<file path="src/rtl/dev_bus_arbiter_pkg.sv">
// Shared constants and helpers for the two-master device bus arbiter.
package dev_bus_arbiter_pkg;

   // Arbiter FSM encoding
   typedef enum logic [1:0] {
      ST_IDLE   = 2'd0,
      ST_ACCESS = 2'd1,
      ST_RESP   = 2'd2
   } state_e;

   // Master indices (also the value carried on the owner output)
   localparam logic M_CPU = 1'b0;
   localparam logic M_DBG = 1'b1;

   // Device word-address bases as [31:4] values
   localparam logic [27:0] DEV_COUNTER_BASE = 28'h00007F0;
   localparam logic [27:0] DEV_SWITCH_BASE  = 28'h00007F1;
   localparam logic [27:0] DEV_DISPLAY_BASE = 28'h00007F2;

   // Two-way round-robin: a lone requester wins; on a tie the master
   // that did not own the bus last time wins.
   function automatic logic rr_pick(input logic cpu_req, input logic dbg_req,
                                    input logic last_owner);
      logic win;
      if (cpu_req && dbg_req) begin
         win = ~last_owner;
      end else if (dbg_req) begin
         win = M_DBG;
      end else begin
         win = M_CPU;
      end
      return win;
   endfunction

endpackage

</file>
<file path="src/rtl/dev_bus_arbiter.sv">
// Two-master arbiter sharing the device bridge port between the CPU MEM
// stage and the debug/loader master. Each access is latched, driven on the
// device bus for HOLD_CYCLES cycles with a single write strobe in the last
// cycle, and completed with a one-cycle ack carrying the captured read data.
module dev_bus_arbiter
   import dev_bus_arbiter_pkg::*;
#(
   parameter int unsigned HOLD_CYCLES = 1,
   parameter int unsigned CNT_W       = 4
) (
   input  logic        clk,
   input  logic        rst_n,
   input  logic        cpu_req,
   input  logic [29:0] cpu_addr,
   input  logic [31:0] cpu_wdata,
   input  logic        cpu_we,
   input  logic [3:0]  cpu_be,
   output logic        cpu_ack,
   output logic [31:0] cpu_rdata,
   output logic        cpu_stall,
   input  logic        dbg_req,
   input  logic [29:0] dbg_addr,
   input  logic [31:0] dbg_wdata,
   input  logic        dbg_we,
   input  logic [3:0]  dbg_be,
   output logic        dbg_ack,
   output logic [31:0] dbg_rdata,
   output logic [29:0] bus_addr,
   output logic [31:0] bus_dout,
   output logic [3:0]  bus_be,
   output logic        bus_we,
   input  logic [31:0] bus_din,
   output logic        busy,
   output logic        owner
);

   localparam logic [CNT_W-1:0] CNT_LOAD = CNT_W'(HOLD_CYCLES - 1);
   localparam logic [CNT_W-1:0] CNT_ONE  = CNT_W'(1);
   localparam logic [CNT_W-1:0] CNT_ZERO = CNT_W'(0);

   state_e            state_q, state_d;
   logic [CNT_W-1:0]  cnt_q, cnt_d;
   logic              owner_q, owner_d;
   logic [29:0]       addr_q, addr_d;
   logic [31:0]       wdata_q, wdata_d;
   logic              we_q, we_d;
   logic [3:0]        be_q, be_d;
   logic [31:0]       cpu_rdata_q, cpu_rdata_d;
   logic [31:0]       dbg_rdata_q, dbg_rdata_d;
   logic              win_s;

   assign win_s = rr_pick(cpu_req, dbg_req, owner_q);

   // State register: FSM, hold counter, latched access and read-data holders
   always_ff @(posedge clk or negedge rst_n) begin
      if (!rst_n) begin
         state_q     <= ST_IDLE;
         cnt_q       <= CNT_ZERO;
         owner_q     <= M_DBG;
         addr_q      <= 30'd0;
         wdata_q     <= 32'd0;
         we_q        <= 1'b0;
         be_q        <= 4'd0;
         cpu_rdata_q <= 32'd0;
         dbg_rdata_q <= 32'd0;
      end else begin
         state_q     <= state_d;
         cnt_q       <= cnt_d;
         owner_q     <= owner_d;
         addr_q      <= addr_d;
         wdata_q     <= wdata_d;
         we_q        <= we_d;
         be_q        <= be_d;
         cpu_rdata_q <= cpu_rdata_d;
         dbg_rdata_q <= dbg_rdata_d;
      end
   end

   // Next-state logic: arbitrate in IDLE, count down the hold, capture read data
   always_comb begin
      state_d     = state_q;
      cnt_d       = cnt_q;
      owner_d     = owner_q;
      addr_d      = addr_q;
      wdata_d     = wdata_q;
      we_d        = we_q;
      be_d        = be_q;
      cpu_rdata_d = cpu_rdata_q;
      dbg_rdata_d = dbg_rdata_q;
      case (state_q)
         ST_IDLE: begin
            if (cpu_req || dbg_req) begin
               state_d = ST_ACCESS;
               owner_d = win_s;
               cnt_d   = CNT_LOAD;
               if (win_s == M_DBG) begin
                  addr_d  = dbg_addr;
                  wdata_d = dbg_wdata;
                  we_d    = dbg_we;
                  be_d    = dbg_be;
               end else begin
                  addr_d  = cpu_addr;
                  wdata_d = cpu_wdata;
                  we_d    = cpu_we;
                  be_d    = cpu_be;
               end
            end else begin
               state_d = ST_IDLE;
            end
         end
         ST_ACCESS: begin
            if (cnt_q == CNT_ZERO) begin
               state_d = ST_RESP;
               if (owner_q == M_DBG) begin
                  dbg_rdata_d = bus_din;
               end else begin
                  cpu_rdata_d = bus_din;
               end
            end else begin
               cnt_d = cnt_q - CNT_ONE;
            end
         end
         ST_RESP: begin
            state_d = ST_IDLE;
         end
         default: begin
            state_d = ST_IDLE;
         end
      endcase
   end

   // Output decode: bus driven only in ACCESS, strobe in the last hold cycle,
   // ack to the owner in RESP
   always_comb begin
      bus_addr = 30'd0;
      bus_dout = 32'd0;
      bus_be   = 4'd0;
      bus_we   = 1'b0;
      cpu_ack  = 1'b0;
      dbg_ack  = 1'b0;
      case (state_q)
         ST_ACCESS: begin
            bus_addr = addr_q;
            bus_dout = wdata_q;
            bus_be   = be_q;
            bus_we   = we_q & (cnt_q == CNT_ZERO);
         end
         ST_RESP: begin
            cpu_ack = (owner_q == M_CPU);
            dbg_ack = (owner_q == M_DBG);
         end
         default: begin
            bus_we = 1'b0;
         end
      endcase
   end

   assign cpu_stall = cpu_req & ~cpu_ack;
   assign busy      = (state_q != ST_IDLE);
   assign owner     = owner_q;
   assign cpu_rdata = cpu_rdata_q;
   assign dbg_rdata = dbg_rdata_q;

endmodule

</file>
<file path="config.mk">
export PLATFORM = sky130hd
export DESIGN_NAME = dev_bus_arbiter
export DESIGN_NICKNAME = d
export VERILOG_FILES = /design/src/rtl/dev_bus_arbiter_pkg.sv /design/src/rtl/dev_bus_arbiter.sv
export SDC_FILE = /design/constraint.sdc
export NUM_CORES = 1
export LEC_CHECK = 0
export BUFFER_PORTS_ARGS = -buffer_cell sky130_fd_sc_hd__buf_2
export CORE_MARGIN = 2
export CORE_UTILIZATION = 40
export DETAILED_ROUTE_END_ITERATION = 7
export GPL_ROUTABILITY_DRIVEN = 0
export HOLD_SLACK_MARGIN = 0.15
export MAX_ROUTING_LAYER = met4
export PLACE_DENSITY = 0.69
export SYNTH_ARGS = -nofsm -noshare
export SYNTH_HDL_FRONTEND = slang
export SYNTH_SLANG_ARGS = --single-unit
</file>
<file path="constraint.sdc">
create_clock -name clk -period 2.65 [get_ports clk]
set_clock_uncertainty 0.05 [all_clocks]
set_input_delay 0.53 -clock clk [delete_from_list [all_inputs] [get_ports clk]]
set_output_delay 0.53 -clock clk [all_outputs]
set_load 0.01 [all_outputs]
</file>
[Word-level counts from Yosys, hierarchy flattened]
Index checks and enable logic that the tools add are counted.
Storage, ports and cells
  flip-flop bits (word level): 138
  output and inout bits: 136
  logic and storage cells: 47
  bits of input ports: 170
Operators by class
  $add $sub $neg: 1
  equal/unequal tests: 5
  mux-type cells: 18
  bitwise gates (word level): 4
  reductions and logical operators: 10
Operators by type and width (number)
  $mux W32: 2
  $mux W30: 2
  $mux W4: 4
  $reduce_and A3 Y1: 3
  $pmux W4 S2: 1
  $mux W1: 7
  $ne A2 B2 Y1 const B: 3
  $logic_not A4 Y1: 1
  $pmux W2 S2: 1
  $reduce_bool A2 Y1: 2
  $sub A4 B1 Y4 const B: 1
  $and A1 B1 Y1: 2
  $eq A2 B1 Y1 const B: 1
  $eq A2 B2 Y1 const B: 1
  $logic_not A2 Y1: 1
  $mux W2: 1
  $not A1 Y1: 2
  $reduce_and A2 Y1: 1
  $logic_and A1 B1 Y1: 1
  $logic_or A1 B1 Y1: 1

[Logic depth before layout (Yosys ltp)]
Gate-level depths: netlist (run 1).
  depth after elaboration: 4
  gate-level depth with buffers: 7
  depth with buffers taken out: 5

[Worst setup path before layout (run 1)]
No wires, ideal clock.
  path kind: flip-flop to output port
  start point: register state_q[1]
  end point: output port bus_addr[10]
  arrival time: 1.400 ns
  buffers on the path: 3
  data required time: 2.070 ns
  stages on the path, launching flop included: 6
  setup slack: 0.670 ns
  cell sequence: dfrtp_1 > clkbuf_1 > and2b_1 > clkbuf_1 > clkbuf_1 > and2_1
On the way
  word-level cells in the longest chain between the ends: 2
Ends and longest elaborated chain
  start: declaration: RTL line dev_bus_arbiter.sv:41  | state_e state_q, state_d;
  start signal: assignment: RTL line dev_bus_arbiter.sv:67  | state_q <= state_d;
  $eq A2 B1 Y1: RTL line dev_bus_arbiter.sv:141  | case (state_q)
  $mux W30: RTL line dev_bus_arbiter.sv:141
  end: declaration: RTL line dev_bus_arbiter.sv:28  | output logic [29:0] bus_addr,
Every way passes these cells.

[Final worst setup path (run 1)]
  start point: register state_q[1]
  end point: output port bus_dout[7]
On the way
  word-level cells in the longest chain between the ends: 2
Ends and longest elaborated chain
  $eq A2 B1 Y1: RTL line dev_bus_arbiter.sv:141
  $mux W32: RTL line dev_bus_arbiter.sv:141
  end: declaration: RTL line dev_bus_arbiter.sv:29  | output logic [31:0] bus_dout,
Every way passes these cells.

==> impl_summary.txt, run 1 <==
----------------------------------------------------
[Outcome]
  Result of the run ... finished clean

[GRT]
  Global route total overflow ... 0
  Total routing usage reported by global routing ... 21.0%
  Maximum number of pins on one net before global-route repair ... about 70
  Global-route wire length before repair ... 26,900 um
  Via count of the first global-routing pass ... 5,367
  Number of antenna violations at the first check in global routing ... 1

[Floorplan]
  Number of rows in the core area ... between 40 and 50
  Starting density of the core ... 40.5%
  Die Width ... about 130 um
  Core Region ... 0.0157 sq mm
  Ports ... 306
  Full die area ... 0.0169 sq mm
  Vert. Die Dim ... 130 um

[Final layout]
  Net total in the final layout ... 1,086
  Leading cell types in the layout, fill and taps excluded ... sky130_fd_sc_hd__buf_2, sky130_fd_sc_hd__dfrtp_1, sky130_fd_sc_hd__nand2_1
  Share of cells above drive strength 1 ... between 40 and 50%
  Count of placed standard cells in the final layout, fillers left out ... ~1,100
  Synth-to-layout area growth ... 37.2%
  Leading cell type in the layout, fill and taps excluded ... sky130_fd_sc_hd__buf_2

[Synthesis]
  Synthesized cell area ... 0.00634 sq mm
  Share of flip-flops with an asynchronous set or reset ... 100%
  Sequential area share after synthesis ... 54.5%
  Gate Count Post-Synth ... between 600 and 700
  Avg Cell Area, Syn ... around 10 sq um
  Syn Nets ... 796
  Total of flip-flops plus latches after synthesis ... around 140
  Top_reg_cell synth ... sky130_fd_sc_hd__dfrtp_1
  Number of synthesized flops with an enable pin ... 0
  Number of warning messages in the yosys log ... 0
  Distinct cell type count of the synthesized netlist ... 36

[Power and ir drop]
  Power spent charging and discharging nets ... roughly 4000 uW
  Clock power share ... 21.9%
  Power per cell area ... 1280 mW/mm^2
  Switching fraction of total power ... between 30% and 40%
  Proportion of power drawn by combinational gates ... 44.6%
  Max IR drop VDD ... slightly above 0.5 mV
  Int Pwr ... approximately 7100 uW
  Share of total power in sequential cells ... 33.6%
  Cell leakage power ... 0.00426 uW

[Timing]
  Setup repair after global routing missed its margin ... no
  Portion of the clock cycle consumed by the worst path in the final layout ... 88.5%
  Slew at the pin closest to its max-slew limit ... between 700 and 800 ps
  Total negative setup slack ... 0 ps
  Max-slew headroom at the worst pin ... 49.6%
  Highest clock frequency the design can meet ... 426 MHz
  Setup violations, final ... 0
  Worst hold slack after final layout ... 306 ps
  Number of slew-limit violations in the final report ... 0
  Time the worst path needs with I/O delays and setup ... 2350 ps
  Number of hold violations in the final report ... 0

[Worst setup path]
  Kind of start point of the critical path ... register
  Critical path, cell by cell ... and2b_1 > buf_4 > and2_1 > buf_2
  Data arrival time at the worst-slack endpoint ... 1770 ps
  Classification of the worst setup path ... register to primary output
  Required time of the critical path ... 2070 ps
  Worst path bufs/invs ... 2
  Kind of cell with the highest combined delay on the critical path ... flip-flops
  Largest fanout on the critical path ... 35
  Endpoint type of the worst setup path ... primary output
  Maximum single-stage delay on the critical path ... 460 ps
  Slowest cell on the critical path ... sky130_fd_sc_hd__dfrtp_1

[Place]
  Number of cells after detailed placement ... 1,111
  Estimated wirelength of the detail-placed design ... 12,300 um
  Count of buffers inserted at the top-level ports ... 305

[Clock tree]
  CTS buffer count ... 17
  Number of buffers on the longest clock path ... 2
  Count of hold buffers inserted by post-cts repair ... 1
  Clk slew on worst S/H paths ... 60 ps
  TritonCTS clock tree ... done
  H-tree lvl count ... 4
  Insertion delay of the later-clocked pin in the worst-skew pair ... around 410 ps
  Clock root buffer ... sky130_fd_sc_hd__clkbuf_16
  Count of clock tree sinks ... 138
  Number of buffers added for setup after CTS ... 0
  Number of cells upsized or downsized after cts ... 0

[Routing]
  Detailed router's first-iteration violation count ... 245
  DRC viols ... 0
  First-pass iteration count of the detailed router ... 5
  Post-detailed-route count of antenna-violating nets ... 0
  Via-to-Cell Ratio ... 5.04
  Final routed wirelength across all metal layers ... 17,500 um
  Routed len/inst ... about 15 um
  Count of vias placed by the detailed router ... 5,771

[Worst hold path]
  Min-Delay Path Class ... primary input to register

[Run]
  Max Cap Viol ... 0

----------------------------------------------------
==> power groups by stage <==
stage	registers, uW	clock network (uW)	logic (uW)
after floorplan	3890	0	2940
after global placement	3720	0	4960
after detailed placement	3770	0	5020
after CTS	3740	2490	5030
after global routing	3870	2600	5480
final	3740	2430	4960
==> final timing paths <==
| path | start | endpoint | slack (ps) | cells after the start |
|---|---|---|---|---|
| min reg2reg | cpu_rdata[30]$_DFFE_PN0P_ | cpu_rdata[30]$_DFFE_PN0P_ | 430 | 1 |
| max | state_q[1]$_DFFE_PN0P_ | bus_dout[7] | 300 | 4 |
| min | bus_din[6] | cpu_rdata[6]$_DFFE_PN0P_ | 310 | 2 |
| max in group asynchronous | rst_n | state_q[0]$_DFFE_PN0P_ | 1260 | 3 |
| min in group asynchronous | rst_n | dbg_rdata[7]$_DFFE_PN0P_ | 580 | 2 |
| max reg2reg | cnt_q[0]$_DFFE_PN0P_ | cpu_rdata[5]$_DFFE_PN0P_ | 580 | 6 |
==> state kept, by name (all words and copies together) (netlist names) <==
name and cells:
cpu_rdata 32, addr_q 30, be_q 4, dbg_rdata 32, owner 1, wdata_q 32
state_q 2, cnt_q 4, we_q 1
==> synth_stat cells (2+ instances only) <==
library cell	number	share of area, %
sky130_fd_sc_hd__dfrtp_1	137	54
sky130_fd_sc_hd__nand2_1	134	7.9
sky130_fd_sc_hd__a21oi_1	69	5.5
sky130_fd_sc_hd__a31oi_1	68	6.7
sky130_fd_sc_hd__and2_1	67	6.6
sky130_fd_sc_hd__mux2_2	60	11
sky130_fd_sc_hd__clkbuf_1	29	1.7
sky130_fd_sc_hd__buf_2	16	1.3
sky130_fd_sc_hd__inv_1	5	0.30
sky130_fd_sc_hd__mux2_1	4	0.71
sky130_fd_sc_hd__o21ai_0	4	0.32
sky130_fd_sc_hd__buf_6	3	0.53
sky130_fd_sc_hd__nor3_1	3	0.24
sky130_fd_sc_hd__and3_1	2	0.20
sky130_fd_sc_hd__buf_1	2	0.12
sky130_fd_sc_hd__nor2_1	2	0.12
==> area by class of cell <==
class | instances | area, sq um
fill | 1458 | 6960
sequential | 138 | 3450
multi-input combinational | 430 | 2640
timing repair buffer | 323 | 1700
clock buffer | 21 | 470
tap | 216 | 270
clock inverter | 10 | 140
inverter | 5 | 18.8
antenna | 1 | 2.50
==> routing by layer <==
metal	vias up	track usage, %	wire [um]
met5	-	-	0
met4	0	7.46	323
met3	20	4.67	1150
met2	225	34.2	8760
met1	2788	26.0	7230
li1	2738	-	-
==> cells by family (layout without fill, tap and decap cells) <==
| group | after synthesis | after routing | synth area share [%] |
|---|---|---|---|
| flops | 138 | 138 | 54.5 |
| compound gates | 145 | 145 | 13.0 |
| other cells | 0 | 1 | 0 |
| fa+ha+maj | 1 | 1 | 0.197 |
| buf+inv | 57 | 359 | 4.13 |
| mux | 65 | 65 | 11.5 |
| simple gates | 219 | 219 | 16.6 |
==> stage by stage <==
stage | area, sq um | setup WS [ps] | total power, uW | utilization, %
6_report | 8690 | 304 | 11100 | 55.5
2_1_floorplan | 6340 | 670 | 6830 | -
3_3_place_gp | 8070 | 643 | 8680 | 51.5
4_1_cts | 8690 | 271 | 11300 | 55.5
5_1_grt | 8690 | 179 | 12000 | 55.5
3_5_place_dp | 8070 | 589 | 8790 | 51.5
Power figures use the tool's default switching activity.
==> run 2, diff against run 1 <==
--- a/config.mk
+++ b/config.mk
@@ -5,6 +5,7 @@
 export SDC_FILE = /design/constraint.sdc
 export NUM_CORES = 1
 export LEC_CHECK = 0
+export ABC_AREA = 1
 export BUFFER_PORTS_ARGS = -buffer_cell sky130_fd_sc_hd__buf_2
 export CORE_MARGIN = 2
 export CORE_UTILIZATION = 40
==> impl_summary.txt, run 2 <==
----------------------------------------------------
[Worst setup path]
  Data arrival time at the worst-slack endpoint ... 1900 ps (+130 ps)
  Largest fanout on the critical path ... 31 (-11%)
  Maximum single-stage delay on the critical path ... 530 ps (+70 ps)
  Number of cells traversed by the worst register-to-register path ... 7 (+1)
  Endpoint type of the worst setup path ... primary output
  Endpoint of the lowest-slack register-to-register path ... dbg_rdata[23]$_DFFE_PN0P_
  Critical path, cell by cell ... inv_2 > nor2_4 > inv_2 > buf_12 > nor2_1 > buf_2
  Classification of the worst setup path ... register to primary output
  Required time of the critical path ... 2070 ps (about the same)
  Launch point of the worst reg-to-reg path ... state_q[0]$_DFFE_PN0P_
  Slowest cell on the critical path ... sky130_fd_sc_hd__inv_2
  Reg-to-reg setup timing slack ... 610 ps (+30 ps)
  Most numerous cell on the critical path ... sky130_fd_sc_hd__inv_2
  Kind of start point of the critical path ... register

[Synthesis]
  Share of flip-flops with an asynchronous set or reset ... 100% (unchanged)
  Number of warning messages in the yosys log ... 0 (unchanged)
  Total of flip-flops plus latches after synthesis ... 138 (unchanged)
  Cell types occupying the most area after synthesis ... sky130_fd_sc_hd__dfrtp_1, sky130_fd_sc_hd__o21ai_1, sky130_fd_sc_hd__nor2_1
  Synthesized cell area ... 0.00635 sq mm (+0.28%)
  Gate Count Post-Synth ... 789 (+26%)
  Top cell types by occurrence after synthesis ... sky130_fd_sc_hd__nor2_1, sky130_fd_sc_hd__nand2_1, sky130_fd_sc_hd__dfrtp_1
  Top_reg_cell synth ... sky130_fd_sc_hd__dfrtp_1
  Sequential area share after synthesis ... 54.4% (-0.15 points)
  Number of synthesized flops with an enable pin ... 0 (unchanged)
  Avg Cell Area, Syn ... 8.05 sq um (-21%)
  Share of the synthesized area in the top cell type ... 54.0% (-0.15 points)
  Syn Nets ... 960 (+21%)
  Count leader, synth ... sky130_fd_sc_hd__nor2_1
  Distinct cell type count of the synthesized netlist ... 23 (-36%)
  Yosys top cell by area ... sky130_fd_sc_hd__dfrtp_1

[Final layout]
  Design Area, Final ... 0.00861 sq mm (-0.92%)
  Count of placed standard cells in the final layout, fillers left out ... 1,313 (+15%)
  Synth-to-layout area growth ... 35.5%
  Leading cell types in the layout, fill and taps excluded ... sky130_fd_sc_hd__buf_2, sky130_fd_sc_hd__nor2_1, sky130_fd_sc_hd__nand2_1
  Leading cell type in the layout, fill and taps excluded ... sky130_fd_sc_hd__buf_2
  Share of cells above drive strength 1 ... 33.2% (-12 points)
  Net total in the final layout ... 1,253 (+15%)

[Routing]
  Final routed wirelength across all metal layers ... 18,600 um (+6.2%)
  Post-detailed-route count of antenna-violating nets ... 0 (unchanged)
  Via-to-Cell Ratio ... 4.64 (-7.9%)
  Routed len/inst ... 14.1 um (-7.4%)
  DRC viols ... 0 (unchanged)
  Count of vias placed by the detailed router ... 6,097 (+5.6%)
  First-pass iteration count of the detailed router ... 6 (+1)
  Detailed router's first-iteration violation count ... 332 (+36%)

[Timing]
  Worst hold slack after final layout ... 315 ps (+8.46 ps)
  Number of hold violations in the final report ... 0 (unchanged)
  Setup violations, final ... 0 (unchanged)
  Highest clock frequency the design can meet ... 404 MHz (-5.3%)
  Total negative setup slack ... 0 ps (unchanged)
  Time the worst path needs with I/O delays and setup ... 2480 ps (+131 ps)
  Max-slew headroom at the worst pin ... 46.4% (-3.3 points)
  Slew at the pin closest to its max-slew limit ... 804 ps (+49.1 ps)
  Final WS setup ... 173 ps (-131 ps)
  Portion of the clock cycle consumed by the worst path in the final layout ... 93.5% (+4.9 points)
  Setup repair after global routing missed its margin ... no
  Number of slew-limit violations in the final report ... 0 (unchanged)

[Power and ir drop]
  Max IR drop VDD ... 0.687 mV (+34%)
  Cell leakage power ... 0.00480 uW (+13%)
  Share of total power in sequential cells ... 34.4% (+0.8 points)
  Proportion of power drawn by combinational gates ... 44.4% (-0.2 points)
  Power spent charging and discharging nets ... 4480 uW (+9.7%)
  Power per cell area ... 1270 mW/mm^2 (-0.94%)
  Switching fraction of total power ... 41.0% (+4.3 points)
  Clock power share ... 21.2% (-0.7 points)
  Int Pwr ... 6450 uW (-8.5%)

[Clock tree]
  Count of clock tree sinks ... 138 (unchanged)
  CTS buffer count ... 17 (unchanged)
  TritonCTS clock tree ... done
  H-tree lvl count ... 4 (unchanged)
  Number of buffers on the longest clock path ... 2 (unchanged)
  Clock root buffer ... sky130_fd_sc_hd__clkbuf_16
  Insertion delay of the later-clocked pin in the worst-skew pair ... 410 ps (about the same)
  Clk slew on worst S/H paths ... 60 ps (about the same)

[Worst hold path]
  Min-Delay Path Class ... primary input to register
  WHS Path Cells ... 3 (+1)
  Hold Path End ... be_q[0]$_DFFE_PN0P_
  Worst Hold Launch ... dbg_be[0]

[Floorplan]
  Die Width ... 130 um (+0.13%)
  Number of rows in the core area ... 46 (unchanged)
  Core Region ... 0.0157 sq mm (+0.37%)
  Ports ... 306 (unchanged)
  Starting density of the core ... 40.4% (about the same)
  Full die area ... 0.0169 sq mm (+0.27%)
  Vert. Die Dim ... 130 um (+0.13%)

[Place]
  Pre-CTS setup slack ... 501 ps (-88.2 ps)
  Count of buffers inserted at the top-level ports ... 305 (unchanged)
  Estimated wirelength of the detail-placed design ... 13,400 um (+8.6%)
  Cell area after placement ... 0.00801 sq mm (-0.68%)
  Number of cells after detailed placement ... 1,278 (+15%)

[Outcome]
  Result of the run ... finished clean

[GRT]
  Number of antenna violations at the first check in global routing ... 2 (+1)
  Global route total overflow ... 0 (unchanged)
  Maximum number of pins on one net before global-route repair ... 69 (+1.5%)
  Total routing usage reported by global routing ... 22.4% (+1.4 points)
  Global-route wire length before repair ... 28,600 um (+6.3%)
  Via count of the first global-routing pass ... 5,753 (+7.2%)

[Run]
  Max Cap Viol ... 0 (unchanged)

----------------------------------------------------
## run 2: cell count changes after synthesis, sizes merged, moves of 2 or more
cell | before | now
a31oi | 68 | 0
mux2 | 64 | 0
nand2 | 134 | 142
inv | 5 | 108
and2 | 67 | 0
and3 | 2 | 0
nor3 | 4 | 0
nor2 | 2 | 143
clkbuf | 30 | 12
buf | 22 | 35
o21ai | 4 | 203
a21oi | 69 | 0
## run 2: worst max path at each step
stage | start | to | slack (ps) | depth (start not counted)
floorplan | state_q[1]$_DFFE_PN0P_ | bus_addr[0] | 960 | 5
global placement | state_q[1]$_DFFE_PN0P_ | bus_we | 580 | 4
detailed placement | state_q[1]$_DFFE_PN0P_ | bus_we | 500 | 4
CTS | state_q[1]$_DFFE_PN0P_ | bus_we | 40 | 4
global route | state_q[0]$_DFFE_PN0P_ | bus_addr[12] | 70 | 6
finish | state_q[0]$_DFFE_PN0P_ | bus_be[0] | 170 | 6
## run 2: routing by layer
metal | part of all wire (%) | vias up | global-route usage [%]
met4 | 1.7 | 0 | 8.54
met5 | 0 | - | -
met2 | 47 | 251 | 34.9
met3 | 7.4 | 20 | 5.45
met1 | 43 | 2778 | 28.4
li1 | - | 3048 | -
## run 2: timing repair
item,4_1_cts,5_1_grt
resized for setup,0,1
setup endpoints to repair,0,1
hold buffers,1,0
buffers inserted,0,0
hold endpoints to repair,45,0
## run 2: cell type report
cell class	count	area, sq um
fill	1500	7100
sequential	138	3450
multi-input combinational	496	2190
timing repair buffer	321	1710
clock buffer	19	433
inverter	108	405
tap	216	270
clock inverter	13	145
antenna	2	5.00
## run 2: worst max-delay path: cells and delay by family (launching register included)
kind | cells | cell delay, ps
buffers and inverters | 4 | 980
and+or+nand+nor | 2 | 100
DFF | 1 | 390
## run 2: cells by family (layout without fill, tap and decap cells)
family                   Yosys count  count (layout)  share of synthesized area [%]
AND/OR/NAND/NOR                  290             290                           17.8
AO/OA/AOI/OAI                    204             204                           16.1
buffers and inverters            155             461                           11.3
flip-flops                       138             138                           54.4
adder cells (fa/ha/maj)            1               1                          0.197
XOR/XNOR                           1               1                          0.138
other                              0               2                              0
## run 2: power groups by stage
stage	Combinational (uW)	Clock, uW	Sequential [uW]
after floorplan	2880	0	3920
after global placement	4820	0	3740
after detailed placement	4920	0	3770
after CTS	4920	2380	3750
after global routing	5530	2460	3890
final	4850	2320	3760
## run 2: stage by stage
stage	total power, uW	util, %
floorplan	6810	-
global placement	8560	51.0
detailed placement	8680	51.0
CTS	11100	54.7
global route	11900	54.8
finish	10900	54.8
